`config.mk`:
```
export PLATFORM = sky130hd
export DESIGN_NAME = alu_op_sequencer
export DESIGN_NICKNAME = d
export VERILOG_FILES = /design/src/rtl/alu_op_sequencer_pkg.sv /design/src/rtl/alu_op_sequencer_flag_gen.sv /design/src/rtl/alu_op_sequencer.sv
export SDC_FILE = /design/constraint.sdc
export NUM_CORES = 1
export LEC_CHECK = 0
export BUFFER_PORTS_ARGS = -buffer_cell sky130_fd_sc_hd__buf_2
export CAP_MARGIN = 0
export CORE_MARGIN = 4
export CORE_UTILIZATION = 51
export CTS_BUF_LIST = sky130_fd_sc_hd__clkbuf_16
export DETAILED_ROUTE_END_ITERATION = 8
export GPL_TIMING_DRIVEN = 0
export PLACE_DENSITY = 0.8
export SLEW_MARGIN = 30
export SYNTH_ARGS = -nofsm -noshare
export SYNTH_HDL_FRONTEND = slang
export SYNTH_HIERARCHICAL = 1
export SYNTH_SLANG_ARGS = --single-unit
```
`constraint.sdc`:
```
create_clock -name clk -period 2.23 [get_ports clk]
set_input_delay 0.223 -clock clk [delete_from_list [all_inputs] [get_ports clk]]
set_output_delay 0.223 -clock clk [all_outputs]
set_load 0.05 [all_outputs]
```
`src/rtl/alu_op_sequencer_pkg.sv`:
```
// Shared types and constants for the ALU operation sequencer and its flag generator.
package alu_op_sequencer_pkg;

  localparam int unsigned DEF_WIDTH = 4;

  typedef enum logic [1:0] {
    IDLE = 2'b00,
    EXEC = 2'b01,
    DONE = 2'b10
  } seq_state_t;

  localparam logic [2:0] OP_PASS = 3'b000;
  localparam logic [2:0] OP_NEG  = 3'b001;
  localparam logic [2:0] OP_ADD  = 3'b010;
  localparam logic [2:0] OP_INC  = 3'b011;

  typedef struct packed {
    logic z;
    logic c;
    logic s;
    logic v;
  } alu_flags_t;

endpackage

```
`src/rtl/alu_op_sequencer_flag_gen.sv`:
```
// Combinational zero/carry/sign/overflow derivation from the adder sum and operand MSBs.
module alu_flag_gen
  import alu_op_sequencer_pkg::*;
#(
  parameter int unsigned WIDTH = DEF_WIDTH
) (
  input  logic [WIDTH-1:0] sum,
  input  logic             cout,
  input  logic             amod_msb,
  input  logic             bmod_msb,
  output alu_flags_t       flags
);

  always_comb begin
    flags   = '0;
    flags.z = (sum == '0);
    flags.c = cout;
    flags.s = sum[WIDTH-1];
    // Two's-complement overflow: like-signed inputs producing an opposite-signed sum.
    flags.v = (amod_msb == bmod_msb) && (sum[WIDTH-1] != amod_msb);
  end

endmodule

```
`src/rtl/alu_op_sequencer.sv`:
```
// Single-request execution wrapper around the combinational preprocess/adder datapath.
module alu_op_sequencer
  import alu_op_sequencer_pkg::*;
#(
  parameter int unsigned WIDTH       = DEF_WIDTH,
  parameter int unsigned EXEC_CYCLES = 1
) (
  input  logic             clk,
  input  logic             reset,
  input  logic             in_valid,
  output logic             in_ready,
  input  logic [WIDTH-1:0] in_A,
  input  logic [WIDTH-1:0] in_B,
  input  logic [2:0]       in_Op,
  output logic [WIDTH-1:0] A_q,
  output logic [WIDTH-1:0] B_q,
  output logic [2:0]       Op_q,
  input  logic             amod_msb,
  input  logic             bmod_msb,
  input  logic [WIDTH-1:0] sum,
  input  logic             cout,
  output logic             res_valid,
  input  logic             res_ready,
  output logic [WIDTH-1:0] result,
  output logic             flag_z,
  output logic             flag_c,
  output logic             flag_s,
  output logic             flag_v
);

  seq_state_t state;
  logic [3:0] count;
  alu_flags_t flags;

  alu_flag_gen #(.WIDTH(WIDTH)) u_flag_gen (
    .sum      (sum),
    .cout     (cout),
    .amod_msb (amod_msb),
    .bmod_msb (bmod_msb),
    .flags    (flags)
  );

  assign in_ready = (state == IDLE) && !reset;

  always_ff @(posedge clk) begin
    if (reset) begin
      state     <= IDLE;
      count     <= '0;
      A_q       <= '0;
      B_q       <= '0;
      Op_q      <= '0;
      result    <= '0;
      flag_z    <= 1'b0;
      flag_c    <= 1'b0;
      flag_s    <= 1'b0;
      flag_v    <= 1'b0;
      res_valid <= 1'b0;
    end else begin
      case (state)
        IDLE: begin
          if (in_valid) begin
            A_q   <= in_A;
            B_q   <= in_B;
            Op_q  <= in_Op;
            count <= 4'(EXEC_CYCLES - 1);
            state <= EXEC;
          end
        end
        EXEC: begin
          if (count != '0) begin
            count <= count - 4'd1;
          end else begin
            result    <= sum;
            flag_z    <= flags.z;
            flag_c    <= flags.c;
            flag_s    <= flags.s;
            flag_v    <= flags.v;
            res_valid <= 1'b1;
            state     <= DONE;
          end
        end
        DONE: begin
          if (res_ready) begin
            res_valid <= 1'b0;
            state     <= IDLE;
          end
        end
        default: state <= IDLE;
      endcase
    end
  end

endmodule

```
After elaboration in Yosys (flattened, before gate mapping)
Cells that the tools add are included.
- register bits after elaboration: 26
- input port bits: 22
- output and inout port bits: 21
- word-level logic and storage cells: 44
- equality and inequality tests: 8
- muxes and demuxes: 10
- reduce and logical (&&, ||, !) cells: 13
- add/subtract/negate cells: 1
- bitwise operators: 1
- operators by type and width (cell ; number):
    $reduce_and A3 Y1 ; 3
    $mux W4 ; 2
    $ne A2 B2 Y1 const B ; 4
    $pmux W4 S2 ; 1
    $mux W2 ; 3
    $pmux W2 S3 ; 1
    $logic_not A4 Y1 ; 1
    $reduce_and A2 Y1 ; 2
    $reduce_bool A2 Y1 ; 2
    $reduce_bool A4 Y1 ; 1
    $sub A4 B1 Y4 const B ; 1
    $eq A2 B1 Y1 const B ; 1
    $eq A2 B2 Y1 const B ; 1
    $logic_and A1 B1 Y1 ; 2
    $logic_not A2 Y1 ; 1
    $mux W1 ; 2
    $pmux W1 S2 ; 1
    $eq A1 B1 Y1 ; 1
    $logic_not A1 Y1 ; 1
    $ne A1 B1 Y1 ; 1
    $not A1 Y1 ; 1

Longest topological paths before layout
Gate-level depths: netlist of run 1.
- word-level depth: 3
- depth in mapped cells: 6
- depth with buffers taken out: 5

Modules after synthesis
The synthesis of run 1 kept the hierarchy.
- modules (own cells, without submodules) (module ; area each (um2) ; seq. area each (um2) ; cells an instance ; times used):
    alu_op_sequencer ; 1117.3 ; 520.5 ; 131 ; 1
    alu_flag_gen ; 43.8 ; 0.0 ; 6 ; 1

Worst setup path before layout of run 1
Ideal clock, no wire load.
- kind: register to output
- from: reg state[1]
- to: out in_ready
- setup slack: 0.486 ns
- data required time: 2.007 ns
- buffers on the path: 1
- arrival time: 1.521 ns
- stages on the path, launching flop included: 3
- path through: dfxtp_1 -> buf_6 -> nor3_1
- cells in the longest elaborated chain, start to end: 2
- ends and longest elaborated chain (item ; RTL line ; text):
    start, declared ; alu_op_sequencer.sv:31 ; seq_state_t state;
    start signal, assigned ; alu_op_sequencer.sv:47 ; state <= IDLE;
    start signal, assigned ; alu_op_sequencer.sv:66 ; state <= EXEC;
    start signal, assigned ; alu_op_sequencer.sv:79 ; state <= DONE;
    $logic_not A2 Y1 ; alu_op_sequencer.sv:43 ; assign in_ready = (state == IDLE) && !reset;
    $logic_and A1 B1 Y1 ; alu_op_sequencer.sv:43 ;
    end, declared ; alu_op_sequencer.sv:11 ; output logic in_ready,
Every way passes these cells.

Worst setup path after layout of run 1
- from: reg count[0]
- to: reg flag_z
- cells in the longest elaborated chain, start to end: 3
- ends and longest elaborated chain (item ; RTL line ; text):
    start, declared ; alu_op_sequencer.sv:32 ; logic [3:0] count;
    start signal, assigned ; alu_op_sequencer.sv:65 ; count <= 4'(EXEC_CYCLES - 1);
    start signal, assigned ; alu_op_sequencer.sv:71 ; count <= count - 4'd1;
    $reduce_bool A4 Y1 ; alu_op_sequencer.sv:70 ; if (count != '0) begin
    $not A1 Y1 (no source line) ; - ;
    $reduce_and A2 Y1 (no source line) ; - ;
    end signal, assigned ; alu_op_sequencer.sv:74 ; flag_z <= flags.z;
    end, declared ; alu_op_sequencer.sv:25 ; output logic flag_z,
Every way passes these cells.
A chain may end at the register's enable or synchronous reset.

==> impl_results.md, run 1 <==
- Clock sinks: 26
- Post-CTS Setup Inserts: 0
- Share of cells above drive strength 1: 32.6%
- Detail Placement HPWL: 1.99 mm
- Peak VDD IR: 0.770 mV
- Skew-Pair Late Insertion Delay: 260 ps
- Max clock buf depth: 2
- RSZ-0062 raised after global routing: false
- Wire per inst: 13.1 um
- Clock Skew: 2.32 ps
- Vias/cell: 5.35
- Top_reg_cell synth: dfxtp_1
- Pins Over Slew Limit: 0
- TritonCTS buffer count: 3
- Final std cells w/o fill: 209
- Max-slew headroom: 68.2%
- Total GRT Usage: 18.2%
- Top-count cell post-synth: dfxtp_1
- Post-route ant nets: 0
- Largest net degree at the start of global routing: 16
- Min cycle time layout: 1600 ps
- Synthesis-stage register bit count: 26
- R2R depth: 6
- Pwr Density: 1300 nW/um^2
- Status: complete, no violations
- P&R area growth vs syn: 29.3%
- Max Cap Viol: 0
- Met1 usage: 21.1%
- YS warnings: 6
- EDFF count, synth: 0
- Initial Utilization: 53.0%
- Cells after Synth: 137
- Most frequent cells after synthesis: dfxtp_1, nand2_1, a21oi_1
- Ant diodes: 0
- Post-synth top area share: 44.8%
- Net count after synthesis: 161
- Setup_tns: 0 ps
- CTS Root Cell: clkbuf_16
- Met3 Track Usage GR: 3.94%
- Starting DRT DRC Count: 16
- FF-to-FF End: flag_z
- Die width: 55.7 um
- FMAX: 623 MHz
- First-pass GRT wire length: 4.62 mm
- Placed Cells: 205
- DRT Pass-1 Iters: 4
- Critical path fanouts, max: 9
- Final Hold Viols: 0
- Post-cts sizing count: 0
- Fill cells: 186
- Final wirelength: 2.73 mm
- Die H: 55.7 um
- Leak Pwr: 0.670 nW
- Worst hold path cell count: 3
- Count of cell types in the netlist: 31
- Critical path arrival: 1730 ps
- Syn Std Cell Area: 1160 sq um
- Initial antenna violation count: 0
- Worst r2r src: count[0]
- Crit Path Category: reg -> reg
- Hold Startpoint: in_B[0]
- Post-synth top area cell: dfxtp_1
- Hold buffers post-CTS: 0
- Placer congestion estimate: 0.718
- CTS clk-pin slew, worst paths: 60 ps
- Gr ovfl total: 0
- Die Footprint: 3100 sq um
- FP Rows: 17
- GR peak layer: met2
- CTS tree: done
- Setup crit end kind: flip-flop
- Area contributors post-synth: dfxtp_1, a21oi_1, nand2_1
- Sequential share of the synthesized area: 44.8%
- Vias in the first global route: 1083
- GR Util met2: 32.3%
- Setup violators final: 0
- H-tree depth: 1
- DRC Markers: 0
- Slew @ Worst Pin: 477 ps
- Worst Hold Class: in -> reg
- CP startpoint kind: flip-flop
- Final hold slack: 202 ps
- Final Cycle Share: 71.9%
- CP Data Required Time: 2360 ps
- R2R setup slack: 630 ps
- Hold endpoint: B_q[0]
- Core area: 2190 sq um
- Ports: 43
- Port Buffer Count: 40
- Design Power: 1.95 mW
- Post-synth ARST share: 0%
- Via count: 1119
- # nets final: 206
- Mean Syn Cell Area: 8.48 sq um
## where the power goes
group          total, mW  internal (mW)  switching (mW)  leakage [nW]
Combinational      0.812          0.270           0.542         0.406
Clock              0.517          0.357           0.160        0.0511
Sequential         0.621          0.553          0.0677         0.213
## through the flow
stage / cell area, sq um / setup WS [ps] / util (%)
final: 1500 / 626 / 68.5
after global routing: 1500 / 481 / 68.5
after CTS: 1500 / 633 / 68.5
after detailed placement: 1400 / 670 / 63.7
after global placement: 1400 / 726 / 63.7
after floorplan: 1160 / 486 / -
## cell families (layout without fill, tap and decap cells)
kind of cell               after synthesis  count (layout)  share of synthesized area (%)
AOI/OAI and AO/OA                       36              36                           16.8
and+or+nand+nor                         54              54                           26.0
DFF                                     26              26                           44.8
adders and majority gates                2               2                           2.15
buffers and inverters                   17              61                           8.51
muxes                                    2               2                           1.72
## worst max-delay path, stage by stage (launching register included)
cell and delay (ps):
dfxtp_1 320, inv_1 100, ha_1 200, or3b_1 360
clkbuf_1 220, o21ai_1 200, a21oi_1 80
## worst max-delay path by stage
stage,end,slack [ps],from,cells after the start
after global routing,result[1],480,count[0],6
after CTS,flag_z,630,count[0],6
after global placement,result[3],730,count[0],6
after floorplan,in_ready,490,state[1],2
after detailed placement,flag_z,670,count[0],6
final,flag_z,630,count[0],6
## registers in the layout, summed over array words and instances (netlist names)
name       cells
A_q            4
B_q            4
Op_q           3
count          4
flag_c         1
flag_s         1
flag_v         1
flag_z         1
res_valid      1
result         4
state          2
## layout make-up
class / count / area, sq um / area share [%]
well taps: 28 / 35.0 / 2.33
clock buffers: 3 / 75.1 / 5.00
flip-flops and latches: 26 / 520 / 34.7
clock inverters: 1 / 30.0 / 2.00
repair buffers: 40 / 200 / 13.3
multi-input cells: 94 / 542 / 36.1
plain buffers: 13 / 83.8 / 5.58
inverters: 4 / 15.0 / 1.00
## cells in the final DEF (no fill, tap or decap), types with 2 or more instances in the layout
cell type / instances
nor2_1: 3
or3_1: 4
clkbuf_1: 4
buf_2: 44
nand2_1: 23
nand2b_1: 2
clkbuf_16: 3
inv_1: 4
nand3_1: 11
buf_6: 3
o21ai_1: 8
mux2i_1: 2
buf_4: 2
ha_1: 2
or3b_1: 2
a21oi_1: 21
nor4_2: 2
dfxtp_1: 26
## per-layer routing
metal / vias up / part of all wire, % / wire length [um]
li1: 562 / - / -
met1: 520 / 42 / 1150
met2: 32 / 50 / 1350
met3: 5 / 6.6 / 180
met4: 0 / 1.6 / 44
met5: - / 0 / 0
Power figures use the tool's default switching activity.
==> inputs of run 2 (changes only) <==
ABC_AREA = 1   (was not set)
CORE_UTILIZATION = 42   (was 51)
PLACE_DENSITY = 0.72   (was 0.8)
clock period = 1.45 ns   (was 2.23 ns; I/O delays follow)
==> run 2 against run 1 <==
Against the previous run:
- combinational power shrank 18%
- cell count grew 3.3%
- wire length decreased by 16%
- setup slack got worse by 400 ps
- largest cell class is now flip-flops and latches
==> impl_results.md, run 2 <==
- DRT Pass-1 Iters: 3 (-1)
- Peak VDD IR: 0.899 mV (+17%)
- Final wirelength: 2.28 mm (-16%)
- Max Cap Viol: 0 (unchanged)
- Clock sinks: 26 (unchanged)
- Final Cycle Share: 84.7%
- Detail Placement HPWL: 1.79 mm (-9.8%)
- Pins Over Slew Limit: 0 (unchanged)
- Clock Skew: 3.28 ps (+0.962 ps)
- Placed Cells: 212 (+3.4%)
- P&R area growth vs syn: 30.0%
- Placer congestion estimate: 0.721 (+0.40%)
- FP Rows: 17 (unchanged)
- CTS clk-pin slew, worst paths: 60 ps (about the same)
- FMAX: 815 MHz
- Final worst slack: 222 ps (-403 ps)
- Post-synth top area cell: dfxtp_1
- Die H: 58.3 um (+4.6%)
- Share of cells above drive strength 1: 30.3% (-2.3 points)
- CP Buf/Inv Count: 2 (unchanged)
- Min cycle time layout: 1230 ps
- Sequential share of the synthesized area: 49.0% (+4.2 points)
- Most frequent cells in the layout: nor2_1, buf_2, dfxtp_1, o21ai_0, nand2_1
- Core area: 2320 sq um (+5.8%)
- Ant diodes: 0 (unchanged)
- Max-slew headroom: 76.4% (+8.2 points)
- Post-route cell area: 1380 sq um (-8.0%)
- First-pass GRT wire length: 3.71 mm (-20%)
- CP top delay family: buffers and inverters
- Area contributors post-synth: dfxtp_1, nor2_1, o21ai_0
- Top-count cell post-synth: nor2_1
- Final std cells w/o fill: 216 (+3.3%)
- Setup violators final: 0 (unchanged)
- Total GRT Usage: 13.8% (-4.4 points)
- Starting DRT DRC Count: 28 (+12)
- Ports: 43 (unchanged)
- Dpl cell area: 1300 sq um (-6.7%)
- Post-route ant nets: 0 (unchanged)
- Wire per inst: 10.6 um (-19%)
- Slowest-stage cell, CP: dfxtp_1
- Count of cell types in the netlist: 21 (-32%)
- Slew @ Worst Pin: 354 ps (-123 ps)
- Most frequent cells after synthesis: nor2_1, dfxtp_1, o21ai_0
- Most common cell after layout, fill and taps aside: nor2_1
- Post-cts sizing count: 0 (unchanged)
- Initial antenna violation count: 0 (unchanged)
- Syn Std Cell Area: 1060 sq um (-8.5%)
- Crit Path Category: reg -> out
- Setup crit end kind: primary output
- Die width: 58.3 um (+4.6%)
- Critical path fanouts, max: 4 (-5)
- Via count: 1008 (-9.9%)
- Net count after synthesis: 167 (+3.7%)
- EDFF count, synth: 0 (unchanged)
- Port Buffer Count: 41 (+2.5%)
- Die Footprint: 3400 sq um (+9.5%)
- Skew-Pair Late Insertion Delay: 260 ps (about the same)
- Setup_tns: 0 ps (unchanged)
- Design Power: 2.12 mW (+8.9%)
- DRC Markers: 0 (unchanged)
- CTS Root Cell: clkbuf_16
- Post-synth ARST share: 0% (unchanged)
- Final Hold Viols: 0 (unchanged)
- Post-synth top area share: 49.0% (+4.2 points)
- RSZ-0062 raised after global routing: false
- H-tree depth: 1 (unchanged)
- Hold buffers post-CTS: 0 (unchanged)
- YS warnings: 6 (unchanged)
- Status: complete, no violations
- Leak Pwr: 0.701 nW (+4.7%)
- Cells after Synth: 143 (+4.4%)
- Max clock buf depth: 2 (unchanged)
- CTS tree: done
- Pwr Density: 1540 nW/um^2 (+18%)
- Top_reg_cell synth: dfxtp_1
- Worst Hold Class: in -> reg
- TritonCTS buffer count: 3 (unchanged)
- Post-CTS Setup Inserts: 0 (unchanged)
- Critical Path, Cell by Cell: inv_2, nand2_1, nor2_1, buf_2
- Largest net degree at the start of global routing: 15 (-1)
- CP startpoint kind: flip-flop
- Vias/cell: 4.67 (-13%)
- # nets final: 213 (+3.4%)
- Critical path arrival: 1080 ps (-650 ps)
- Mean Syn Cell Area: 7.43 sq um (-12%)
- CP Data Required Time: 1310 ps (-1050 ps)
- Dpl ws: 253 ps (-417 ps)
- Initial Utilization: 45.8% (-7.2 points)
- Gr ovfl total: 0 (unchanged)
- Synthesis-stage register bit count: 26 (unchanged)
- Vias in the first global route: 931 (-14%)
- Crit path largest cell delay: 330 ps (-30 ps)
==> run 2: cell types whose count changed in the layout (fill, tap and decap cells not counted), moves of 3 or more <==
cell | previous run | this run
a21oi_1 | 21 | 7
buf_6 | 3 | 0
clkbuf_1 | 4 | 1
inv_1 | 4 | 9
inv_2 | 0 | 3
nand2_1 | 23 | 11
nand3_1 | 11 | 5
nor2_1 | 3 | 45
o21ai_0 | 1 | 18
o21ai_1 | 8 | 1
or3_1 | 4 | 0
==> run 2: final timing paths <==
kind | start | end | slack [ps] | depth (start not counted)
worst min-delay path | in_A[3] | A_q[3] | 130 | 3
worst min register to register | count[0] | count[0] | 470 | 1
worst max-delay path | state[0] | in_ready | 220 | 4
worst max register to register | count[0] | result[1] | 240 | 6
==> run 2: layout make-up <==
class | count | area, sq um
Timing Repair Buffer | 41 | 205
Multi-Input combinational cell | 98 | 454
Sequential cell | 26 | 520
Tap cell | 28 | 35.0
Buffer | 7 | 42.5
Clock buffer | 3 | 75.1
Fill cell | 216 | 937
Inverter | 12 | 45.0
Clock inverter | 1 | 3.75
==> run 2: stage by stage <==
stage               util (%)  hold slack, ps
detailed placement      56.2             392
global route            59.6             150
global placement        56.2             379
floorplan                  -             214
finish                  59.6             126
CTS                     59.6             130
==> run 2: worst min-delay path, stage by stage <==
cell and delay, ps:
buf_2 80, o21ai_1 60, nor2_1 70
==> run 2: per-layer routing <==
metal	up-vias	share of wire [%]	GRT usage, %
met3	5	7.8	2.41
met4	0	1.7	6.95
met5	-	0	0
li1	539	-	-
met2	29	45	23.9
met1	435	46	16.3
==> run 2: kinds of logic after synthesis <==
group                    after synthesis  synth area share (%)
adder cells (fa/ha/maj)                2                  2.36
flip-flops                            26                  49.0
AND/OR/NAND/NOR                       69                  27.4
AO/OA/AOI/OAI                         27                  13.0
buffers and inverters                 19                  8.24
==> run 2: where the power goes <==
group          switching, mW  total [mW]  internal (mW)
logic                  0.485       0.669          0.184
registers             0.0515       0.860          0.809
clock network          0.227       0.595          0.368
total                  0.763        2.12           1.36
==> inputs of run 3 (changes only) <==
CORE_UTILIZATION = 46   (was 42)
PLACE_DENSITY = 0.75   (was 0.72)
clock period = 1.15 ns   (was 1.45 ns; I/O delays follow)
==> run 3 against run 2 <==
Against the previous run:
- the flow now finishes with violations (setup timing)
- clock power increased by 25%
- clock skew grew 0.89 ps
- die area down 7.5%
- via count increased by 7.1%
- combinational power up 49%
- critical path type is now reg -> reg
- largest cell class unchanged
==> impl_results.md, run 3 (synthesized netlist as in run 2, its figures left out) <==
- Placed Cells: 212 (unchanged)
- DRC Markers: 0 (unchanged)
- Most common cell after layout, fill and taps aside: nor2_1
- Final Cycle Share: 107%
- Vias in the first global route: 958 (+2.9%)
- Max-slew headroom: 70.0% (-6.4 points)
- Port Buffer Count: 41 (unchanged)
- Vias/cell: 4.95 (+6.2%)
- Setup_tns: -198 ps (-198 ps)
- Peak VDD IR: 1.28 mV (+42%)
- Critical path arrival: 1380 ps (+300 ps)
- Sequential cell area: 528 sq um (+1.4%)
- RSZ-0062 raised after global routing: true
- Final Hold Viols: 0 (unchanged)
- Pins Over Slew Limit: 0 (unchanged)
- H-tree depth: 1 (unchanged)
- Status: finished, violations left
- Final std cells w/o fill: 218 (+0.93%)
- FF-to-FF End: flag_z
- Crit Path Category: reg -> reg
- Detail Placement HPWL: 1.92 mm (+7.2%)
- Setup crit end kind: flip-flop
- Die H: 56.1 um (-3.8%)
- Min cycle time layout: 1240 ps
- Leak Pwr: 0.741 nW (+5.6%)
- Max clock buf depth: 2 (unchanged)
- Final wirelength: 2.78 mm (+22%)
- CP Data Required Time: 1290 ps (-20 ps)
- Worst Hold Class: in -> reg
- Gr ovfl total: 0 (unchanged)
- Layout Utilization: 67.4% (+7.8 points)
- Placer congestion estimate: 0.796 (+10%)
- Wire per inst: 12.7 um (+20%)
- Starting DRT DRC Count: 26 (-7.1%)
- Post-route ant nets: 0 (unchanged)
- FMAX: 809 MHz
- TritonCTS buffer count: 3 (unchanged)
- R2R setup slack: -90 ps (-330 ps)
- Skew-Pair Late Insertion Delay: 250 ps (about the same)
- Largest net degree at the start of global routing: 14 (-1)
- Ports: 43 (unchanged)
- Hold endpoint: A_q[3]
- Hold Startpoint: in_A[3]
- Most frequent cells in the layout: nor2_1, buf_2, dfxtp_1, o21ai_1, nand2_1
- Ant diodes: 0 (unchanged)
- Final worst slack: -85.4 ps (-308 ps)
- Initial Utilization: 48.0% (+2.2 points)
- Share of cells above drive strength 1: 39.5% (+9.2 points)
- P&R area growth vs syn: 40.3%
- Worst hold path cell count: 3 (unchanged)
- CTS Root Cell: clkbuf_16
- CP startpoint kind: flip-flop
- Setup violators final: 8 (+8)
- Initial antenna violation count: 0 (unchanged)
- Pwr Density: 1910 nW/um^2 (+24%)
- Slew @ Worst Pin: 451 ps (+96.4 ps)
- Max Cap Viol: 0 (unchanged)
- Die Footprint: 3140 sq um (-7.5%)
- Total GRT Usage: 15.9% (+2.0 points)
- Core area: 2210 sq um (-4.6%)
- Fill cells: 196 (-9.3%)
- Worst r2r src: count[0]
- FP Rows: 17 (unchanged)
- Die width: 56.1 um (-3.8%)
- Area of the multi-input gates: 518 sq um (+14%)
- # nets final: 216 (+1.4%)
- Clock sinks: 26 (unchanged)
- First-pass GRT wire length: 4.02 mm (+8.2%)
- Clock Skew: 4.17 ps (+0.888 ps)
- CTS tree: done
- Hold buffers post-CTS: 0 (unchanged)
- R2R depth: 6 (unchanged)
- Failing checks: setup timing
- Critical path fanouts, max: 5 (+1)
- Via count: 1080 (+7.1%)
- DRT Pass-1 Iters: 4 (+1)
- CTS clk-pin slew, worst paths: 60 ps (about the same)
## run 3: what timing repair did
item	4_1_cts	5_1_grt
resized for setup	16	23
pin swaps	1	4
setup endpoints to repair	14	22
cloned	0	1
hold endpoints to repair	0	0
setup buffers	0	2
## run 3: metrics by stage
stage | hold WS, ps | instance area [sq um] | setup slack, ps | total power, mW
2_1_floorplan | 184 | 1060 | 51.7 | 1.75
5_1_grt | 125 | 1490 | -147 | 2.97
6_report | 96.4 | 1490 | -85.4 | 2.84
3_5_place_dp | 356 | 1310 | -114 | 1.97
4_1_cts | 93.5 | 1400 | -11.3 | 2.73
3_3_place_gp | 349 | 1310 | -17.0 | 1.94
## run 3: power by group
part	switching (mW)	leakage, nW	internal [mW]	total (mW)
clock	0.285	0.0370	0.460	0.744
combinational	0.691	0.488	0.304	0.995
sequential	0.0816	0.216	1.02	1.10
total	1.06	0.741	1.79	2.84
## run 3: cell type report
class                      count  area share (%)
sequential                    26            35.4
clock buffer                   3            5.04
inverter                      12            3.19
multi-input combinational     98            34.8
tap                           28            2.35
buffer                         7            3.27
timing repair buffer          44            16.0
## run 3: metal layers
metal / share of wire, % / GRT usage (%) / vias up / wire, um
li1: - / - / 550 / -
met1: 42 / 19.3 / 496 / 1160
met2: 50 / 27.2 / 32 / 1400
met3: 7.1 / 3.94 / 2 / 198
met4: 0.68 / 5.08 / 0 / 19
met5: 0 / 0 / - / 0
## run 3: how the worst max path moves through the flow
stage	start	end	slack, ps
2_1_floorplan	count[0]	count[1]	50
3_3_place_gp	count[0]	count[1]	-20
3_5_place_dp	count[0]	flag_c	-110
4_1_cts	count[0]	count[3]	-10
5_1_grt	count[0]	flag_z	-150
6_report	count[0]	flag_z	-90
## run 3: critical path, stage by stage (launching register included)
cell and delay [ps]:
dfxtp_2 330, inv_2 90, ha_4 170, nand3_2 130
buf_6 160, o21ai_0 170, nor2_1 60
